$ cat src/rtl/jk_pkg.sv
// Shared types for the JK excitation driver: J/K codes and the driver FSM states.
package jk_pkg;

    // {J,K} pair as applied to a JK flop.
    typedef enum logic [1:0] {
        JK_HOLD   = 2'b00,
        JK_RESET  = 2'b01,
        JK_SET    = 2'b10,
        JK_TOGGLE = 2'b11
    } jk_code_t;

    // One transaction walks IDLE -> DRIVE -> CHECK -> RESP -> IDLE.
    typedef enum logic [1:0] {
        IDLE  = 2'b00,
        DRIVE = 2'b01,
        CHECK = 2'b10,
        RESP  = 2'b11
    } state_t;

endpackage

$ cat src/rtl/jk_excite.sv
// One bit of the JK excitation table: given the current Q and the wanted next
// Q, pick the J/K pair. The don't-care input decides whether the free input is
// filled with 0 (hold/set/reset only) or 1 (prefer toggle).
import jk_pkg::*;

module jk_excite (
    input  logic q,
    input  logic t,
    input  logic dc,
    output logic j,
    output logic k
);

    jk_code_t code;

    // Map the (Q, target) transition to a JK code, resolving the don't-care by dc.
    always_comb begin
        code = JK_HOLD;
        unique case ({q, t})
            2'b00:   code = dc ? JK_RESET  : JK_HOLD;   // J=0 K=X
            2'b01:   code = dc ? JK_TOGGLE : JK_SET;    // J=1 K=X
            2'b10:   code = dc ? JK_TOGGLE : JK_RESET;  // J=X K=1
            default: code = dc ? JK_SET    : JK_HOLD;   // J=X K=0
        endcase
    end

    assign {j, k} = code;

endmodule

$ cat src/rtl/jk_excitation_driver.sv
// Drives an external bank of JK flops to a requested next state for exactly
// one clock, then checks Q and Q_bar and reports pass/fail with a bitwise
// mismatch vector. Failed responses are counted in a saturating counter.
import jk_pkg::*;

module jk_excitation_driver #(
    parameter int WIDTH     = 4,
    parameter int DC_POLICY = 0,
    parameter int ERRW      = 8
) (
    input  logic             clk,
    input  logic             reset,
    input  logic             req_valid,
    output logic             req_ready,
    input  logic [WIDTH-1:0] req_target,
    output logic [WIDTH-1:0] j_out,
    output logic [WIDTH-1:0] k_out,
    input  logic [WIDTH-1:0] q_in,
    input  logic [WIDTH-1:0] qbar_in,
    output logic             rsp_valid,
    input  logic             rsp_ready,
    output logic             rsp_ok,
    output logic [WIDTH-1:0] rsp_mismatch,
    output logic [ERRW-1:0]  err_cnt
);

    localparam logic DC_BIT = (DC_POLICY != 0);

    state_t           state;
    logic [WIDTH-1:0] target_q;
    logic [WIDTH-1:0] exc_j;
    logic [WIDTH-1:0] exc_k;
    logic [WIDTH-1:0] mismatch;
    logic             accept;

    // Counter increment that sticks at all-ones instead of wrapping.
    function automatic logic [ERRW-1:0] sat_inc(input logic [ERRW-1:0] v);
        if (&v)
            return v;
        return v + {{(ERRW-1){1'b0}}, 1'b1};
    endfunction

    // Excitation is computed from the live Q so it reflects the bank at accept time.
    for (genvar b = 0; b < WIDTH; b++) begin : g_excite
        jk_excite u_excite (
            .q  (q_in[b]),
            .t  (req_target[b]),
            .dc (DC_BIT),
            .j  (exc_j[b]),
            .k  (exc_k[b])
        );
    end

    assign accept = (state == IDLE) && req_valid;

    // A bit is bad if Q missed the target or Q_bar is not the complement of Q.
    assign mismatch = (q_in ^ target_q) | (qbar_in ~^ q_in);

    // Target is plain data: captured on accept, no reset needed.
    always_ff @(posedge clk) begin
        if (accept)
            target_q <= req_target;
    end

    // Transaction FSM with registered handshake, J/K and response outputs.
    always_ff @(posedge clk) begin
        if (reset) begin
            state        <= IDLE;
            req_ready    <= 1'b1;
            j_out        <= '0;
            k_out        <= '0;
            rsp_valid    <= 1'b0;
            rsp_ok       <= 1'b0;
            rsp_mismatch <= '0;
            err_cnt      <= '0;
        end else begin
            unique case (state)
                IDLE: begin
                    if (accept) begin
                        j_out     <= exc_j;
                        k_out     <= exc_k;
                        req_ready <= 1'b0;
                        state     <= DRIVE;
                    end
                end
                DRIVE: begin
                    // The bank captures J/K on this edge; return it to hold.
                    j_out <= '0;
                    k_out <= '0;
                    state <= CHECK;
                end
                CHECK: begin
                    rsp_mismatch <= mismatch;
                    rsp_ok       <= ~|mismatch;
                    if (|mismatch)
                        err_cnt <= sat_inc(err_cnt);
                    rsp_valid    <= 1'b1;
                    state        <= RESP;
                end
                default: begin
                    if (rsp_ready) begin
                        rsp_valid <= 1'b0;
                        req_ready <= 1'b1;
                        state     <= IDLE;
                    end
                end
            endcase
        end
    end

endmodule

$ cat config.mk
export PLATFORM = sky130hd
export DESIGN_NAME = jk_excitation_driver
export DESIGN_NICKNAME = d
export VERILOG_FILES = /design/src/rtl/jk_pkg.sv /design/src/rtl/jk_excite.sv /design/src/rtl/jk_excitation_driver.sv
export SDC_FILE = /design/constraint.sdc
export NUM_CORES = 1
export LEC_CHECK = 0
export CORE_AREA = 2 2 42 82
export DETAILED_ROUTE_END_ITERATION = 16
export DIE_AREA = 0 0 44 84
export PLACE_DENSITY = 0.79
export SLEW_MARGIN = 20
export SYNTH_ARGS = -nofsm -noshare
export SYNTH_HDL_FRONTEND = slang
export SYNTH_HIERARCHICAL = 1
export SYNTH_SLANG_ARGS = --single-unit
$ cat constraint.sdc
create_clock -name clk -period 3.7 [get_ports clk]
set_input_delay 0.74 -clock clk [delete_from_list [all_inputs] [get_ports clk]]
set_output_delay 0.74 -clock clk [all_outputs]
set_load 0.02 [all_outputs]
### Yosys cells after proc, flatten, opt, wreduce, memory -nomap -nowiden

Cells that the tools add are included.

* flip-flop bits (word level): 29
* input port bits: 16
* output and inout port bits: 23
* logic and storage cells: 64

* add/subtract/negate cells: 1
* equality and inequality tests: 12
* mux-type cells: 21
* bitwise operators: 5
* reduce and logical (&&, ||, !) cells: 16

Operators by type and width (count)
* $pmux W2 S2: 4
* $pmux W4 S2: 2
* $eq A2 B1 Y1 const B: 5
* $eq A2 B2 Y1 const B: 5
* $add A8 B1 Y8 const B: 1
* $mux W4: 2
* $mux W8: 1
* $reduce_and A8 Y1: 1
* $mux W1: 7
* $pmux W2 S3: 1
* $reduce_and A2 Y1: 3
* $reduce_and A3 Y1: 2
* $reduce_bool A2 Y1: 3
* $mux W2: 2
* $ne A2 B2 Y1 const B: 2
* $or A4 B4 Y4: 1
* $pmux W1 S2: 2
* $reduce_bool A4 Y1: 1
* $reduce_or A2 Y1: 2
* $reduce_or A4 Y1: 1
* $xnor A4 B4 Y4: 1
* $xor A4 B4 Y4: 1
* $logic_not A2 Y1: 1
* $not A1 Y1: 2
* 2 further kinds: 2

### Logic depth before layout (Yosys ltp)

* word-level depth: 8
* depth in mapped cells: 7
* mapped depth without buffers: 6

### Modules after synthesis

The synthesis kept the hierarchy.

By module, submodules not included
* jk_excitation_driver: instances 1, cells an instance 140, area each 1360.1 µm², seq. area each 620.6 µm²
* jk_excite: instances 4, cells an instance 3, area each 28.8 µm², seq. area each 0.0 µm²

### Least setup slack after synthesis

Ideal clock, no wire load.

* path type: input to register
* start point: input qbar_in[0]
* end point: register err_cnt[4]
* library setup time: 0.121 ns
* data arrival time: 1.824 ns
* data required time: 3.579 ns
* setup slack: 1.755 ns
* stages: 6
* buffers on the path: 1
* cells stage by stage: and3b_1 -> a21oi_2 -> nor4_4 -> buf_6 -> nor3b_2 -> mux2_4

* cells in the longest elaborated chain, start to end: 4

Ends and longest elaborated chain
* from (decl): line jk_excitation_driver.sv:19 `input logic [WIDTH-1:0] qbar_in,`
* $xnor A4 B4 Y4: line jk_excitation_driver.sv:57 `assign mismatch = (q_in ^ target_q) | (qbar_in ~^ q_in);`
* $or A4 B4 Y4: line jk_excitation_driver.sv:57
* $reduce_or A4 Y1: line jk_excitation_driver.sv:95 `if (|mismatch)`
* $reduce_and A3 Y1 (no line)
* to (signal assigned): line jk_excitation_driver.sv:96 `err_cnt <= sat_inc(err_cnt);`
* to (decl): line jk_excitation_driver.sv:24 `output logic [ERRW-1:0] err_cnt`

Every way passes these cells.
A chain may end at the register's enable or synchronous reset.

### Final worst setup path

* start point: input q_in[0]
* end point: register err_cnt[5]

* cells in the longest elaborated chain, start to end: 4
* elaborated cells between the ends (all ways): 5
* those cells by class: bitwise (3); reduce/logical (2)

Ends and longest elaborated chain
* from (decl): line jk_excitation_driver.sv:18 `input logic [WIDTH-1:0] q_in,`
* $xor A4 B4 Y4 / $xnor A4 B4 Y4 (equally long branches): line jk_excitation_driver.sv:57
* $or A4 B4 Y4 (*): line jk_excitation_driver.sv:57
* $reduce_or A4 Y1 (*): line jk_excitation_driver.sv:95
* $reduce_and A3 Y1 (no line) (*)

Every way passes the cells marked *; elsewhere a longest branch is shown, timed or not.

==> impl_results.md <==
- Sequential fraction of the synthesis area: 42.1%
- Vias: 1254
- Status: completed
- Sum of negative setup slack: 0 ns
- Post-CTS sizing: 0
- Multi-input logic area: 818 sq um
- IO Count: 39
- Port bufs: 38
- Setup skew after layout: 0.00513 ns
- Final #Nets: 218
- Max-slew headroom: 39.3%
- Hold_buf cts: 0
- Core area: 0.00312 sq mm
- RD Place Congestion: 0.822
- Worst-path clk slew: 0.06 ns
- Most instantiated cells after synthesis: 25 x dfxtp_1, 24 x nor2_1, 9 x a22oi_1, 9 x mux2i_1, 8 x inv_1
- Synth async-reset ratio: 0%
- Antenna fix cells: 0
- Vias in the first global route: 1254
- Number of flops mapped to enable cells by yosys: 4
- DPL Wire Length: 2.39 mm
- Share of the synthesized area in the top cell type: 33.9%
- Via density: 5.45
- Root buffer cell: clkbuf_8
- Worst-skew pair later-pin latency: 0.28 ns
- Clk buf depth: 2
- Drt pass-1 iters: 4
- Core Rows: 29
- Drt wl/cell: 13.7 um
- Ratio of cells with drive above 1 in the final layout: 11.1%
- Initial Utilization: 47.3%
- Peak fanout along the critical path: 13
- DIE HEIGHT: 84 um
- Iter 0 DRT Violations: 20
- Final Power: 1150 uW
- Ys Warns: 6
- Number of H-tree levels: 2
- Fin. Hold Viols: 0
- Critical Path RT: 3.86 ns
- Largest net degree at the start of global routing: 30
- Unrepaired setup endpoints after global routing: no
- Crit end category: flop
- CP startpoint kind: primary input
- Mean Syn Cell Area: 9.71 sq um
- Total die area: 0.00370 sq mm
- Peak supply drop: 0.347 mV
- CTS tree: yes
- Inst Count DP: 222
- Setup violators final: 0
- Least-Margin Pin Slew: 0.908 ns
- Cell area power density: 585 mW/mm^2
- Top_reg_cell synth: dfxtp_1
- Top-count cell post-synth: dfxtp_1
- Cells after synthesis: 152
- Max Clock Freq: 0.400 GHz
- Gr ovfl total: 0
- Synth area leaders: dfxtp_1 34%, edfxtp_1 8.1%, mux2i_1 6.1%
- DR DRC count: 0
- Initial antenna violation count: 0
- Final Non-Filler Cells: 230
- CTS buffer count: 5
- Synth unique cells: 41
- Syn-to-layout area delta: 33.1%
- Crit path time final: 2.50 ns
- Die width: 44 um
- First-pass GRT wire length: 5.42 mm
- Drt total wl: 3.14 mm
- Final period util: 67.6%
- Worst hold path type: reg -> reg
- Clk sinks: 29
- Max-slew violation count: 0
- Setup Buffers After CTS: 0
- Critical path class: in -> reg
- Arrival @ worst endpoint: 2.67 ns
- ANT nets after route: 0
- Max-cap check violation count: 0
- Yosys top cell by area: dfxtp_1
- Gr usage total: 19.5%
- Cell Area, Synth: 0.00148 sq mm
- Worst hold slack: 0.454 ns
- Synth Register Bits: 29
- Cell leakage power: 0.000760 uW
- Filler instances: 274
- FF/Latch Area: 621 sq um
## stage by stage
stage	utilization (%)	instance area [sq um]	worst slack [ns]
final	62.9	1960	1.20
after global routing	62.9	1960	1.10
after CTS	63.1	1970	1.19
after detailed placement	60.5	1890	0.906
after global placement	60.5	1890	1.01
after floorplan	-	1500	1.76
## area by class of cell
type	instances	share of cell area, %
clock buffer	8	4.08
timing repair buffer	38	19.1
tap	31	1.98
inverter	8	1.53
multi-input combinational	116	41.7
sequential	29	31.6
## kinds of logic (layout without fill, tap and decap cells)
family / count (synthesis) / count (layout) / share of synthesized area (%)
multiplexers: 17 / 17 / 13.7
AO/OA/AOI/OAI: 29 / 29 / 13.7
buffers and inverters: 14 / 54 / 4.24
other: 1 / 8 / 0.254
adder cells (fa/ha/maj): 4 / 4 / 3.39
flip-flops: 29 / 29 / 42.1
AND/OR/NAND/NOR: 58 / 58 / 22.6
## cells in the final DEF, fill, tap and decap left out, drive strengths merged
cell type / n
nand3b: 1
nor4: 1
or4: 1
and2: 1
conb: 8
nand3: 4
mux2: 8
mux2i: 9
nor2: 24
a21oi: 10
nor3: 3
dfxtp: 25
inv: 8
a211oi: 2
or3: 1
and3b: 4
edfxtp: 4
nand2: 4
or3b: 1
and3: 3
o21ai: 5
ha: 4
nor4b: 1
clkbuf: 8
o21ba: 1
buf: 1
nor2b: 4
clkdlybuf4s50: 37
nor3b: 3
a22oi: 9
or2: 1
o31ai: 2
nand4: 1
## path summary, 6_finish.rpt
| path | start | endpoint | slack, ns | cells after the start |
|---|---|---|---|---|
| worst max register to register | state[0]$_SDFFE_PP0P_ | err_cnt[5]$_SDFFE_PP0P_ | 1.82 | 5 |
| worst max-delay path | q_in[0] | err_cnt[5]$_SDFFE_PP0P_ | 1.20 | 6 |
| worst min-delay path | j_out[2]$_SDFFE_PP0P_ | j_out[2]$_SDFFE_PP0P_ | 0.45 | 2 |
| worst min register to register | j_out[2]$_SDFFE_PP0P_ | j_out[2]$_SDFFE_PP0P_ | 0.45 | 2 |
## sequential cells by signal, summed over array words and instances, names as in the netlist
name and count:
j_out 4, rsp_mismatch 4, state 2, k_out 4, req_ready 1, err_cnt 8
rsp_valid 1, target_q 4, rsp_ok 1
## worst max-delay path: stages
cell and delay [ns]:
clkdlybuf4s50_1 0.56, and3b_1 0.20, a21oi_2 0.05, nor4_4 0.62, nor4b_1 0.15, mux2_1 0.34
## per-layer routing
layer	GRT usage (%)	vias up	routed length (um)
li1	-	622	-
met1	20.1	586	1150
met2	33.2	39	1780
met3	5.84	7	142
met4	10.7	0	74
met5	0	-	0
## power by group
| group | internal (uW) | leakage (uW) | switching [uW] |
|---|---|---|---|
| registers | 389 | 0.000241 | 38.9 |
| logic | 205 | 0.000479 | 266 |
| clock network | 133 | 0.0000395 | 116 |
Power figures use the tool's default switching activity.
